--- config.mk ---
export PLATFORM = sky130hd
export DESIGN_NAME = cv32e40p_fetch_fifo_ft
export DESIGN_NICKNAME = d
export VERILOG_FILES = /design/src/rtl/cv32e40p_fetch_fifo_ft.sv
export SDC_FILE = /design/constraint.sdc
export NUM_CORES = 1
export LEC_CHECK = 0
export BUFFER_PORTS_ARGS = -buffer_cell sky130_fd_sc_hd__buf_2
export CELL_PAD_IN_SITES_DETAIL_PLACEMENT = 1
export CELL_PAD_IN_SITES_GLOBAL_PLACEMENT = 2
export CORE_MARGIN = 8
export CORE_UTILIZATION = 25
export CTS_CLUSTER_SIZE = 16
export DETAILED_ROUTE_END_ITERATION = 8
export MAX_ROUTING_LAYER = met4
export PLACE_DENSITY = 0.53
export REMOVE_ABC_BUFFERS = 1
export SLEW_MARGIN = 20
export SYNTH_ARGS = -nofsm -noshare
export SYNTH_HDL_FRONTEND = slang
export SYNTH_SLANG_ARGS = --single-unit
--- constraint.sdc ---
create_clock -name clk -period 2.45 [get_ports clk]
set_input_delay 0.49 -clock clk [delete_from_list [all_inputs] [get_ports clk]]
set_output_delay 0.49 -clock clk [all_outputs]
set_load 0.01 [all_outputs]
--- src/rtl/cv32e40p_fetch_fifo_ft.sv ---
// cv32e40p_fetch_fifo_ft
// Instruction fetch buffer between the instruction memory response channel
// and the aligner. Holds fetched words in a DEPTH-entry circular FIFO, tracks
// in-flight bus transactions, and after a branch silently discards responses
// to requests issued before the branch.
//
// Optional feature macro: FETCH_FIFO_PARITY_EN
//   defined   -> even parity stored per entry, checked on pop (err_detected_o)
//   undefined -> no parity storage, err_detected_o tied low
//
// Ports:
//   clk, rst          clock, synchronous active-high reset
//   trans_granted_i   fetch request granted this cycle
//   resp_valid_i      response word valid / resp_rdata_i response word
//   branch_i          branch/jump: flush FIFO, start discarding stale responses
//   fetch_valid_o     head entry valid / fetch_rdata_o head entry data
//   aligner_ready_i   aligner accepts head this cycle
//   fifo_cnt_o        occupied entries
//   space_o           fifo_cnt_o + outstanding_o < DEPTH
//   outstanding_o     in-flight transactions
//   err_detected_o    parity mismatch on popped word (pop cycle only)
module cv32e40p_fetch_fifo_ft #(
  parameter int unsigned DEPTH           = 4,
  parameter int unsigned MAX_OUTSTANDING = 2
) (
  input  logic                                 clk,
  input  logic                                 rst,
  input  logic                                 trans_granted_i,
  input  logic                                 resp_valid_i,
  input  logic [31:0]                          resp_rdata_i,
  input  logic                                 branch_i,
  output logic                                 fetch_valid_o,
  output logic [31:0]                          fetch_rdata_o,
  input  logic                                 aligner_ready_i,
  output logic [$clog2(DEPTH):0]               fifo_cnt_o,
  output logic                                 space_o,
  output logic [$clog2(MAX_OUTSTANDING):0]     outstanding_o,
  output logic                                 err_detected_o
);

  localparam int unsigned AW = $clog2(DEPTH);
  localparam int unsigned CW = AW + 1;
  localparam int unsigned OW = $clog2(MAX_OUTSTANDING) + 1;

  typedef enum logic {NORMAL, DRAIN} state_e;

  logic [31:0]   mem_q [DEPTH];
  logic [AW-1:0] wptr_q, wptr_d, rptr_q, rptr_d;
  logic [CW-1:0] cnt_q, cnt_d;
  logic [OW-1:0] outst_q, outst_d, discard_q, discard_d;
  state_e        state_q, state_d;
  logic          push, pop;

  assign fetch_valid_o = (cnt_q != '0);
  assign fetch_rdata_o = mem_q[rptr_q];
  assign fifo_cnt_o    = cnt_q;
  assign outstanding_o = outst_q;
  assign space_o       = (32'(cnt_q) + 32'(outst_q)) < DEPTH;

  always_comb begin
    // A pop in the branch cycle is ignored: the aligner restarts anyway.
    pop  = fetch_valid_o && aligner_ready_i && !branch_i;
    // A full FIFO still accepts a word when a pop frees an entry this cycle.
    push = resp_valid_i && !branch_i && (state_q == NORMAL) &&
           ((cnt_q < CW'(DEPTH)) || pop);

    wptr_d    = wptr_q;
    rptr_d    = rptr_q;
    cnt_d     = cnt_q;
    discard_d = discard_q;
    outst_d   = outst_q;

    if (branch_i) begin
      wptr_d = '0;
      rptr_d = '0;
      cnt_d  = '0;
      // Responses still owed for pre-branch requests, excluding one arriving now.
      if (resp_valid_i)
        discard_d = (outst_q == '0) ? '0 : outst_q - OW'(1);
      else
        discard_d = outst_q;
    end else begin
      if (pop)  rptr_d = rptr_q + AW'(1);
      if (push) wptr_d = wptr_q + AW'(1);
      if (push && !pop)      cnt_d = cnt_q + CW'(1);
      else if (pop && !push) cnt_d = cnt_q - CW'(1);
      if (resp_valid_i && (state_q == DRAIN)) discard_d = discard_q - OW'(1);
    end

    if (trans_granted_i && !resp_valid_i) begin
      if (outst_q < OW'(MAX_OUTSTANDING)) outst_d = outst_q + OW'(1);
    end else if (resp_valid_i && !trans_granted_i) begin
      if (outst_q != '0) outst_d = outst_q - OW'(1);
    end

    state_d = (discard_d != '0) ? DRAIN : NORMAL;
  end

  always_ff @(posedge clk) begin
    if (rst) begin
      wptr_q    <= '0;
      rptr_q    <= '0;
      cnt_q     <= '0;
      outst_q   <= '0;
      discard_q <= '0;
      state_q   <= NORMAL;
    end else begin
      wptr_q    <= wptr_d;
      rptr_q    <= rptr_d;
      cnt_q     <= cnt_d;
      outst_q   <= outst_d;
      discard_q <= discard_d;
      state_q   <= state_d;
    end
  end

  // Data array is intentionally not reset.
  always_ff @(posedge clk) begin
    if (!rst && push) mem_q[wptr_q] <= resp_rdata_i;
  end

`ifdef FETCH_FIFO_PARITY_EN
  logic par_q [DEPTH];

  always_ff @(posedge clk) begin
    if (!rst && push) par_q[wptr_q] <= ^resp_rdata_i;
  end

  assign err_detected_o = pop && ((^fetch_rdata_o) != par_q[rptr_q]);
`else
  assign err_detected_o = 1'b0;
`endif

endmodule
* Word-level counts from Yosys, hierarchy flattened
Memories as Yosys holds them, arrays and structs flattened. A register that Yosys moved wholly into a read port is not among the register bits.
Index checks and enable logic that the tools add are counted.
** Cells by class
- Shift operators :: 0
- Reduce and logical (&&, ||, !) cells :: 27
- Multiplexer cells :: 15
- $mul :: 0
- Divide/modulo/power cells :: 0
- Add/sub/neg operators :: 8
- Equality and inequality tests :: 1
- Bitwise gates (word level) :: 1
- $lt $le $gt $ge :: 3
** Operators with widths (count)
- $mux 2 :: 10
- $logic_and 1x1->1 :: 11
- $reduce_bool 2->1 :: 5
- $add 2x1->2 const B :: 3
- $logic_not 1->1 :: 6
- $mux 3 :: 2
- $add 3x2->4 :: 1
- $lt 4x3->1 const B :: 1
- $sub 2x1->2 const B :: 2
- $add 3x1->3 const B :: 1
- $lt 3x3->1 const B :: 1
- $mux 1 :: 3
- $reduce_and 3->1 :: 1
- $reduce_bool 3->1 :: 1
- $sub 3x1->3 const B :: 1
- $logic_not 2->1 :: 1
- $lt 2x2->1 const B :: 1
- $ne 2x1->1 const B :: 1
- $reduce_or 2->1 :: 1
- $logic_or 1x1->1 :: 1
- $not 1->1 :: 1
** Word-level totals
- Output and inout bits :: 40
- Bits of input ports :: 38
- Word-level logic and storage cells :: 62
- Bits in read-only memories :: 0
- Memories kept :: 1
- Register bits after elaboration :: 12
- Bits in latches :: 0
- Memory bits (writable) :: 128
** Memory list
- mem_q :: words 4, width 32, rd ports 1, clocked after Yosys merged registers in 1, write ports 1, RTL line 47 : logic [31:0] mem_q [DEPTH];

* Logic depth before layout (Yosys ltp)
- Word-level depth :: 9
- Mapped depth :: 9
- Gate-level depth less buffers :: 9

* Worst setup path before layout
Ideal clock, no wire load.
- Path kind :: input -> register
- From :: in branch_i
- To :: mem mem_q[0][0], enable pin
- Cell stages on the path :: 4
- Data required time :: 2.058 ns
- Data arrival time :: 1.899 ns
- Buffers on the path :: 1
- Setup slack :: 0.158 ns
- Library setup time :: 0.392 ns
- Cell sequence :: or2_2 > buf_2 > nor3_2 > and2_1
** On the way
- Cells in the longest elaborated chain, start to end :: 7
- Elaborated cells on any way between the ends :: 9
- Those cells by class :: 2 x mux; 7 x reduce/logical
** Ends and longest elaborated chain
- from (decl) :: RTL line 31 : input logic branch_i,
- $logic_not 1->1 * :: RTL line 62, 64
- $logic_and 1x1->1 (on tied branches) :: RTL line 64, 62
- $logic_and 1x1->1 / $logic_or 1x1->1 (equally long branches) :: RTL line 64, 65
- $logic_and 1x1->1 * :: RTL line 64 : push = resp_valid_i && !branch_i && (state_q == NORMAL) &&
- $logic_and 1x1->1 * :: RTL line 119 : if (!rst && push) mem_q[wptr_q] <= resp_rdata_i;
- $mux 1 * :: RTL line 119
- $mux 1 (not written as such) * :: RTL line 119
- to (decl) :: RTL line 47
Every way passes the cells marked *; elsewhere a longest branch is shown, timed or not.

==> reports/summary.txt <==
Routed WL - 11.6 mm
Final nets - 403
Synth Warn # - 0
Final non-filler cell total - 649
CTS Buf Count - 17
Layout cell share with drive strength beyond 1 - 0.439
Synth area leaders - edfxtp_1 (70%), mux4_2 (13%), dfxtp_1 (5.1%)
H-tree levels - 4
Placed inst area - 6290 sq um
Total GRT Usage - 0.0933
Hold Vio Cnt, Final - 0
Fill cells - 2213
Via/cell ratio - 4.24
Layout Skew - 0.00856 ns
Core Box Area - 21700 sq um
Post-detail-place hpwl - 7.14 mm
CP Data Arrival Time - 1.79 ns
Global-route wire length before repair - 18.0 mm
Number of I/O port buffers - 76
Tcrit/Tclk final - 0.929
Post-synthesis cell area - 5500 sq um
Worst hold slack - 0.292 ns
Crit Path Max Fanout - 32
Routability Congestion - 0.662
Worst min path class - input pin to flop
Worst skew pair latency - 0.41 ns
Vias in the first global route - 3126
ANT nets after route - 0
FMAX - 439 MHz
Startpoint class of the critical path - flop
Status - finished, final reports clean
Pin count of the biggest net entering global routing - 33
Sink Count - 142
Vias - 2755
Gr ovfl total - 0
Initial DRC count - 58
WL per Instance - 17.9 microns
Dominant cell type by area after synthesis - edfxtp_1
PwrDens - 818 nW/um^2
Root Buffer - clkbuf_16
I/O pin count - 78
Synth Instances - 263
#FFs+latches synth - 142
Post-synth cell types - 37
Final instance area - 6920 sq um
Leak Pwr - 0.00234 uW
Die W - 164 microns
Clock transition at the registers of the reported paths - 0.07 ns
Initial antenna violation count - 1
Post-Place Cells - 615
DRC Markers - 0
Worst setup path class - flop to output pin
RSZ-0062 raised after global routing - false
Max-slew violations - 0
CTS tree - built
Maximum vdd drop - 388 uV
Seq/Total Area, Yosys - 0.750
Starting density of the core - 0.254
TNS Setup - 0 ns
Critical Path RT - 1.96 ns
Top-area cell type share of the netlist area - 0.699
Worst Setup End Kind - output pin
Max Buffers Root-to-Sink - 2
First-pass detailed-route iteration total - 4
Min Tclk post-route - 2.28 ns
Syn_area_per_cell - 20.9 sq um
Die area - 27000 sq um
Setup violations, final - 0
Max Cap Viol - 0
Die H - 164 microns
Row count - 54
Area Overhead vs Synth - 25.8%
==> what timing repair did <==
action,4_1_cts,5_1_grt
setup buffers,0,0
gates resized for setup,0,1
endpoints found under the setup margin,0,1
hold buffers,0,0
==> per-layer routing <==
metal | up-vias | share of wire | global-route usage
met5 | - | 0 | -
met3 | 12 | 0.060 | 0.0328
li1 | 1258 | - | -
met1 | 1425 | 0.42 | 0.102
met4 | 0 | 0.012 | 0.0310
met2 | 60 | 0.51 | 0.156
==> through the flow <==
stage	utilization	total power, uW	setup slack [ns]
finish	0.319	5660	0.173
detailed placement	0.290	3030	0.152
global placement	0.290	3010	0.164
CTS	0.319	5770	0.104
global route	0.319	5880	0.0472
floorplan	-	2890	-0.173
==> worst paths after layout <==
check | from | end | slack [ns] | cells after the start
min | resp_rdata_i[9] | mem_q[0][9] | 0.29 | 1
max | flop | fetch_rdata_o[28] | 0.17 | 3
max reg2reg | fifo_cnt_o[0] | fifo_cnt_o[2] | 0.32 | 9
min reg2reg | rptr_q[1] | flop | 0.51 | 2
==> where the power goes <==
group	internal, uW	total (uW)	switching (uW)
logic	124	267	144
clock network	1650	2700	1050
registers	2670	2700	23.2
total	4440	5660	1220
==> cells in the final DEF, fill, tap and decap left out, drive strengths merged <==
| cell | n |
|---|---|
| o31ai | 3 |
| fa | 1 |
| clkbuf | 18 |
| mux4 | 32 |
| o22ai | 1 |
| nand2 | 1 |
| nor4bb | 1 |
| dfxtp | 14 |
| mux2i | 2 |
| clkinv | 2 |
| inv | 18 |
| ha | 10 |
| a21o | 1 |
| nand2b | 3 |
| diode | 2 |
| bufinv | 3 |
| xor2 | 2 |
| mux2 | 3 |
| edfxtp | 128 |
| nor2 | 5 |
| a221oi | 1 |
| a311oi | 1 |
| nor3b | 1 |
| nor3 | 3 |
| clkinvlp | 1 |
| nand3b | 1 |
| conb | 1 |
| or4 | 2 |
| nor2b | 3 |
| a21oi | 9 |
| o221a | 1 |
| o21ai | 3 |
| or2 | 1 |
| buf | 83 |
| or4b | 1 |
| and2 | 4 |
| or3 | 3 |
==> state kept, by name, summed over array words and instances (netlist names), named ones only <==
| register | flops |
|---|---|
| discard_q | 2 |
| mem_q | 128 |
| wptr_q | 2 |
| state_q | 1 |
| rptr_q | 2 |
| fifo_cnt_o | 3 |
| outstanding_o | 2 |
==> synthesized netlist by cell type (all sizes together) <==
master,n
ha,10
nand2b,3
fa,1
o21ai,3
o22ai,1
nor4bb,1
a21oi,9
or4b,1
nand2,1
a221oi,1
nor2b,3
edfxtp,128
o31ai,3
mux2i,2
or4,2
nor2,5
mux4,32
nor3,3
xor2,2
inv,10
a21o,1
nand3b,1
or3,3
o221a,1
or2,1
dfxtp,14
buf,11
nor3b,1
and2,4
mux2,3
a311oi,1
conb,1
==> cell type report <==
cell class / count / area [sq um] / share of cell area
antenna: 2 / 5.00 / 0.000723
clock buffer: 18 / 429 / 0.0620
timing repair buffer: 83 / 508 / 0.0734
sequential: 142 / 4130 / 0.596
multi-input combinational: 100 / 1270 / 0.183
inverter: 10 / 37.5 / 0.00542
clock inverter: 14 / 195 / 0.0282
tap: 280 / 350 / 0.0506
==> logic make-up after synthesis <==
group | count (synthesis) | synth area share
AOI/OAI and AO/OA | 20 | 0.0239
xor gates and xnor gates | 2 | 0.00318
adders and majority gates | 11 | 0.0264
buffers and inverters | 21 | 0.0214
DFF | 142 | 0.750
muxes | 37 | 0.141
other | 1 | 0.000682
and+or+nand+nor | 29 | 0.0341
==> worst max-delay path: stages, from the launching register on <==
cell	delay [ns]
dfxtp_2	0.34
buf_12	0.28
mux4_2	0.57
buf_2	0.16
(Power assumes the default switching activity.)
